--- src/rtl/hazard_control_unit.sv ---
// Pipeline hazard control: branch flush, multicycle EX stall and load-use stall.
// Optional performance counters are built when HAZARD_PERF_CNT_EN is defined.
module hazard_control_unit (
  input  logic        clk,
  input  logic        rst,
  input  logic [4:0]  ifid_rs1,
  input  logic [4:0]  ifid_rs2,
  input  logic        ifid_uses_rs2,
  input  logic [4:0]  idex_rd,
  input  logic        idex_memread,
  input  logic        branch_taken_mem,
  input  logic        mc_start,
  input  logic [3:0]  mc_cycles,
  output logic        pc_write,
  output logic        ifid_write,
  output logic        idex_write,
  output logic        ifid_flush,
  output logic        idex_flush,
  output logic        exmem_flush,
  output logic        mc_busy,
  output logic [15:0] stall_cycles,
  output logic [15:0] flush_events
);

  typedef enum logic {RUN, MC_WAIT} state_t;

  state_t     r_state, w_state_nxt;
  logic [3:0] r_cnt, w_cnt_nxt;
  logic       r_mc_release, w_release_nxt;
  logic       w_load_use;
  logic       w_mc_start;

  assign w_load_use = idex_memread && (idex_rd != 5'd0) &&
                      ((idex_rd == ifid_rs1) || (ifid_uses_rs2 && (idex_rd == ifid_rs2)));

  // The cycle after a multicycle op completes, EX still shows mc_start; that one is ignored.
  assign w_mc_start = (r_state == RUN) && !r_mc_release && mc_start && (mc_cycles >= 4'd2);

  // NOTE: state registers use non-blocking assignments so every flop samples pre-edge values.
  always_ff @(posedge clk or posedge rst) begin
    if (rst) begin
      r_state      <= RUN;
      r_cnt        <= 4'd0;
      r_mc_release <= 1'b0;
    end else begin
      r_state      <= w_state_nxt;
      r_cnt        <= w_cnt_nxt;
      r_mc_release <= w_release_nxt;
    end
  end

  // NOTE: every signal driven here gets a default first, so no path can infer a latch.
  always_comb begin
    pc_write      = 1'b1;
    ifid_write    = 1'b1;
    idex_write    = 1'b1;
    ifid_flush    = 1'b0;
    idex_flush    = 1'b0;
    exmem_flush   = 1'b0;
    mc_busy       = 1'b0;
    w_state_nxt   = r_state;
    w_cnt_nxt     = r_cnt;
    w_release_nxt = r_mc_release;

    if (rst) begin
      w_state_nxt   = RUN;
      w_cnt_nxt     = 4'd0;
      w_release_nxt = 1'b0;
    end else if (branch_taken_mem) begin
      ifid_flush    = 1'b1;
      idex_flush    = 1'b1;
      exmem_flush   = 1'b1;
      w_state_nxt   = RUN;
      w_cnt_nxt     = 4'd0;
      w_release_nxt = 1'b0;
    end else if ((r_state == MC_WAIT) || w_mc_start) begin
      pc_write    = 1'b0;
      ifid_write  = 1'b0;
      idex_write  = 1'b0;
      exmem_flush = 1'b1;
      mc_busy     = 1'b1;
      if (r_state == MC_WAIT) begin
        w_cnt_nxt = r_cnt - 4'd1;
        if (r_cnt == 4'd1) begin
          w_state_nxt   = RUN;
          w_release_nxt = 1'b1;
        end
      end else begin
        w_cnt_nxt = mc_cycles - 4'd2;
        if (mc_cycles > 4'd2) begin
          w_state_nxt = MC_WAIT;
        end else begin
          w_release_nxt = 1'b1;
        end
      end
    end else begin
      w_release_nxt = 1'b0;
      if (w_load_use) begin
        pc_write   = 1'b0;
        ifid_write = 1'b0;
        idex_flush = 1'b1;
      end
    end
  end

`ifdef HAZARD_PERF_CNT_EN
  logic [15:0] r_stall_cycles;
  logic [15:0] r_flush_events;

  always_ff @(posedge clk or posedge rst) begin
    if (rst) begin
      r_stall_cycles <= 16'd0;
      r_flush_events <= 16'd0;
    end else begin
      if (!pc_write && (r_stall_cycles != 16'hFFFF)) r_stall_cycles <= r_stall_cycles + 16'd1;
      if (ifid_flush && (r_flush_events != 16'hFFFF)) r_flush_events <= r_flush_events + 16'd1;
    end
  end

  assign stall_cycles = r_stall_cycles;
  assign flush_events = r_flush_events;
`else
  assign stall_cycles = 16'd0;
  assign flush_events = 16'd0;
`endif

endmodule

--- config.mk ---
export PLATFORM = sky130hd
export DESIGN_NAME = hazard_control_unit
export DESIGN_NICKNAME = d
export VERILOG_FILES = /design/src/rtl/hazard_control_unit.sv
export SDC_FILE = /design/constraint.sdc
export NUM_CORES = 1
export LEC_CHECK = 0
export CAP_MARGIN = 30
export CORE_MARGIN = 1.5
export CORE_UTILIZATION = 38
export CTS_BUF_LIST = sky130_fd_sc_hd__clkbuf_8
export DETAILED_ROUTE_END_ITERATION = 7
export GPL_ROUTABILITY_DRIVEN = 0
export PLACE_DENSITY = 0.86
export SYNTH_ARGS = -nofsm -noshare
export SYNTH_HDL_FRONTEND = slang
export SYNTH_SLANG_ARGS = --single-unit
--- constraint.sdc ---
create_clock -name clk -period 3.5 [get_ports clk]
set_input_delay 0.35 -clock clk [delete_from_list [all_inputs] [get_ports clk]]
set_output_delay 0.35 -clock clk [all_outputs]
set_load 0.02 [all_outputs]
Word level (Yosys, flattened, before mapping)
Index checks and enable logic that the tools add are counted.

cells by class
  add/sub/neg operators = 2
  multiply operators = 0
  div/mod/pow operators = 0
  $lt $le $gt $ge = 2
  equality and inequality tests = 5
  shifts and indexed selects = 0
  muxes and demuxes = 34
  bitwise logic cells = 1
  reduce and logical (&&, ||, !) cells = 12

operators with widths
  kind                                                                                 count
  1-bit two-way mux                                                                    30
  4-bit two-way mux                                                                    4
  5-bit == test                                                                        2
  1-bit logical AND                                                                    6
  5-bit by 4-bit inequality test with 1-bit output, second input constant              1
  5-bit inequality test, second input constant                                         1
  5-bit nonzero test                                                                   1
  4-bit by 1-bit == test with 1-bit output, second input constant                      1
  4-bit by 2-bit greater-or-equal comparator with 1-bit output, second input constant  1
  4-bit by 2-bit > comparator with 1-bit output, second input constant                 1
  4-bit by 1-bit subtractor with 4-bit output, second input constant                   1
  4-bit by 2-bit subtractor with 4-bit output, second input constant                   1
  3-bit nonzero test                                                                   1
  1-bit logical OR                                                                     2
  2-bit AND reduction                                                                  1
  1-bit logical NOT                                                                    1
  1-bit NOT                                                                            1

storage, ports and cells
  register bits after elaboration = 6
  latch bits = 0
  memory bits (writable) = 0
  ROM bits = 0
  input port bits = 25
  output and inout bits = 39
  word-level logic and storage cells = 59
  memories kept = 0

Logic depth before layout (Yosys ltp)
  word-level depth = 8
  gate-level depth with buffers = 6
  depth with buffers taken out = 6

Least setup slack after synthesis
OpenSTA, ideal clock, no wires.

  path type = input to output
  from = in mc_cycles[1]
  to = out pc_write
  data arrival time = 1.596 ns
  required time = 3.150 ns
  slack = 1.554 ns
  stages = 5
  path buffers = 1
  path through = nor3_1 > o21bai_2 > nand2b_1 > o31a_1 > buf_4

on the way
  cells in the longest elaborated chain, start to end = 6

RTL lines
  item                                                          RTL line  source
  start, declared                                               13        input logic [3:0] mc_cycles,
  4-bit by 2-bit greater-or-equal comparator with 1-bit output  37        assign w_mc_start = (r_state == RUN) && !r_mc_release && mc_start && (mc_cycles >= 4'd2);
  1-bit logical AND                                             37
  1-bit logical OR                                              76        end else if ((r_state == MC_WAIT) || w_mc_start) begin
  1-bit two-way mux (3 in series)                               --
  end, declared                                                 14        output logic pc_write,

No other way between the ends.

Worst setup path in the final report
  from = in mc_cycles[1]
  to = out pc_write

on the way
  cells in the longest elaborated chain, start to end = 6

RTL lines
  item                                                          RTL line  source
  4-bit by 2-bit greater-or-equal comparator with 1-bit output  37
  1-bit logical AND                                             37
  1-bit logical OR                                              76
  1-bit two-way mux                                             76
  1-bit two-way mux                                             69        end else if (branch_taken_mem) begin
  1-bit two-way mux                                             65        if (rst) begin

No other way between the ends.

==> impl_metrics.toml <==
[power_and_ir_drop]
peakVddDrop_mv = 0.149
comb_power_share = 0.415
internal_power_mw = 0.199
p_leak_nw = 0.526
switching_share = 0.340
seq_power_share = 0.256
switchingPower_mw = 0.103
pwr_density_cell_nw_per_um2 = 274
clkPwrFrac = 0.329

[yosys]
synth_area_um2 = 856
ys_top_cells_by_area = "buf_4, dfrtp_1, xor2_1"
ys_types = 30
syn_area_per_cell_um2 = 7.92
synthCells = 108
synth_area_leader_cell = "buf_4"
synth-edff-count = 0
yosys_warnings = 0
netlist_top_cells_count = "buf_4, xor2_1, inv_1"
synth_top_area_share = 0.289
synth-main-ff-cell = "dfrtp_1"
synth-seq-cells = 6
seq_area_frac_synth = 0.175
ys_async_sr_fraction = 1.00
synth.most_common_cell = "buf_4"

[clock_tree]
clk_pin_slew_ps = 30
clkLatencyLatePin_ps = 220
cts_root_buffer = "clkbuf_8"
cts_resized = 0
cts.path.max_buffers = 2
clock_sinks = 6
post-cts-setup-buffer-count = 0
cts.htree.levels = 1
cts_inserted_buffers = 3
cts_tree = "yes"
cts_hold_buf = 0

[global_route]
grt_pass1_vias = 655
grt_max_degree = 13
grt_usage = 0.134
grt_pass1_wl_mm = 2.58
antenna_found_initial = 0
grt_overflow_total = 0

[timing]
finalSetupViolCount = 0
period_needed_ps = 2750
hold_viol = 0
fmax_mhz = 363
period_share = 0.787
holdWs_ps = 476
tns_ps = 0
rsz0062_at_grt = "no"
skew_ps = 1.11
drv_slew = 0

[floorplanning]
rows = 16
dieArea_um2 = 2550
start_util = 0.419
fp.dieW_um = 50.5
core_um2 = 2040
die_h_um = 50.5
io_pins = 64

[drt]
wl_per_cell_um = 10.2
final_antenna_net_count = 0
routed_wl_mm = 1.68
drc = 0
drtIter0Drc = 8
routed_via_density = 4.48
first_pass_iters = 2
vias = 740

[cells_and_area]
diodes = 0
fin_nets = 168
area_delta_synth_final_pct = 28.8
drive_gt1_frac = 0.0580

[run]
maxCapViolations = 0

[outcome]
status = "completed"

[placement]
hpwlAfterDp_mm = 1.46
port_buffers = 31

[setup_path]
criticalPathCategory = "in -> out"
startpoint_type = "primary input"
end_kind = "primary output"
rrSetupSlack_ps = 2140
cp.arrival_ps = 2400
crit_fanout = 7
required_ps = 3150

[worst_hold_path]
hold_class = "in -> async"
routing by layer:
layer  part of all wire  wire [um]  GRT usage  up-vias
li1                   -          -          -      353
met3               0.11        188     0.0417        2
met5                  0          0          0        -
met4             0.0066         11     0.0541        0
met1               0.36        605      0.138      338
met2               0.52        869      0.250       47
critical path: stages:
cell and delay, ps:
clkdlybuf4s50_1 440, nor3_1 370, o21bai_2 200, nand2b_1 210, o31a_1 200, clkdlybuf4s50_1 620
sequential cells by signal (all words and copies together), names as in the netlist:
name          cells
r_state           1
r_mc_release      1
r_cnt             4
layout by cell type, fill, tap and decap left out, types with 2 or more instances in the layout:
cell type / netlist / final
ha_1: 3 / 3
nand2_1: 6 / 6
inv_1: 9 / 9
clkdlybuf4s50_1: 0 / 31
dfrtp_1: 6 / 6
clkbuf_8: 0 / 3
nor2_1: 6 / 6
conb_1: 1 / 32
o31a_1: 2 / 2
xnor2_1: 2 / 2
mux2i_1: 2 / 2
nand2b_1: 2 / 2
a21oi_1: 6 / 6
xor2_1: 10 / 10
nor3_1: 2 / 2
or4_1: 2 / 2
final timing paths:
check,from,endpoint,depth (start not counted)
worst max register to register,r_cnt[2],r_cnt[3],4
worst max-delay path,mc_cycles[1],pc_write,6
worst min-delay path,rst,r_cnt[2],2
max in group asynchronous,rst,r_cnt[1],2
worst min register to register,r_mc_release,r_mc_release,2
min in group clk,r_mc_release,r_mc_release,2
stage by stage:
step / total power [mW] / cells / util / area (um^2) / setup WS, ps
after global routing: 0.322 / 165 / 0.540 / 1100 / 621
final: 0.302 / 165 / 0.540 / 1100 / 747
after global placement: 0.200 / 162 / 0.520 / 1060 / 790
after floorplan: 0.182 / 139 / - / 972 / 1550
after detailed placement: 0.203 / 162 / 0.520 / 1060 / 755
after CTS: 0.304 / 165 / 0.540 / 1100 / 742
area by class of cell:
| cell class | instances | area [um^2] |
|---|---|---|
| Fill cell | 203 | 940 |
| Multi-Input combinational cell | 89 | 533 |
| Timing Repair Buffer | 31 | 310 |
| Sequential cell | 6 | 150 |
| Clock buffer | 3 | 41.3 |
| Inverter | 9 | 33.8 |
| Tap cell | 27 | 33.8 |
cell families (layout without fill, tap and decap cells):
family,after synthesis,after routing,synth area share
adders and majority gates,3,3,0.0439
AOI/OAI and AO/OA,19,19,0.167
xor gates and xnor gates,12,12,0.123
buffers and inverters,44,43,0.338
other,1,32,0.00438
muxes,2,2,0.0234
DFF,6,6,0.175
and+or+nand+nor,21,21,0.126
power by group through the flow:
stage,logic (mW),clock network (mW),registers (mW)
after floorplan,0.106,0,0.0760
after global placement,0.123,0,0.0778
after detailed placement,0.125,0,0.0781
final,0.125,0.0994,0.0772
after global routing,0.136,0.108,0.0778
after CTS,0.126,0.101,0.0772
No activity file was read; power rests on OpenSTA's default activity.
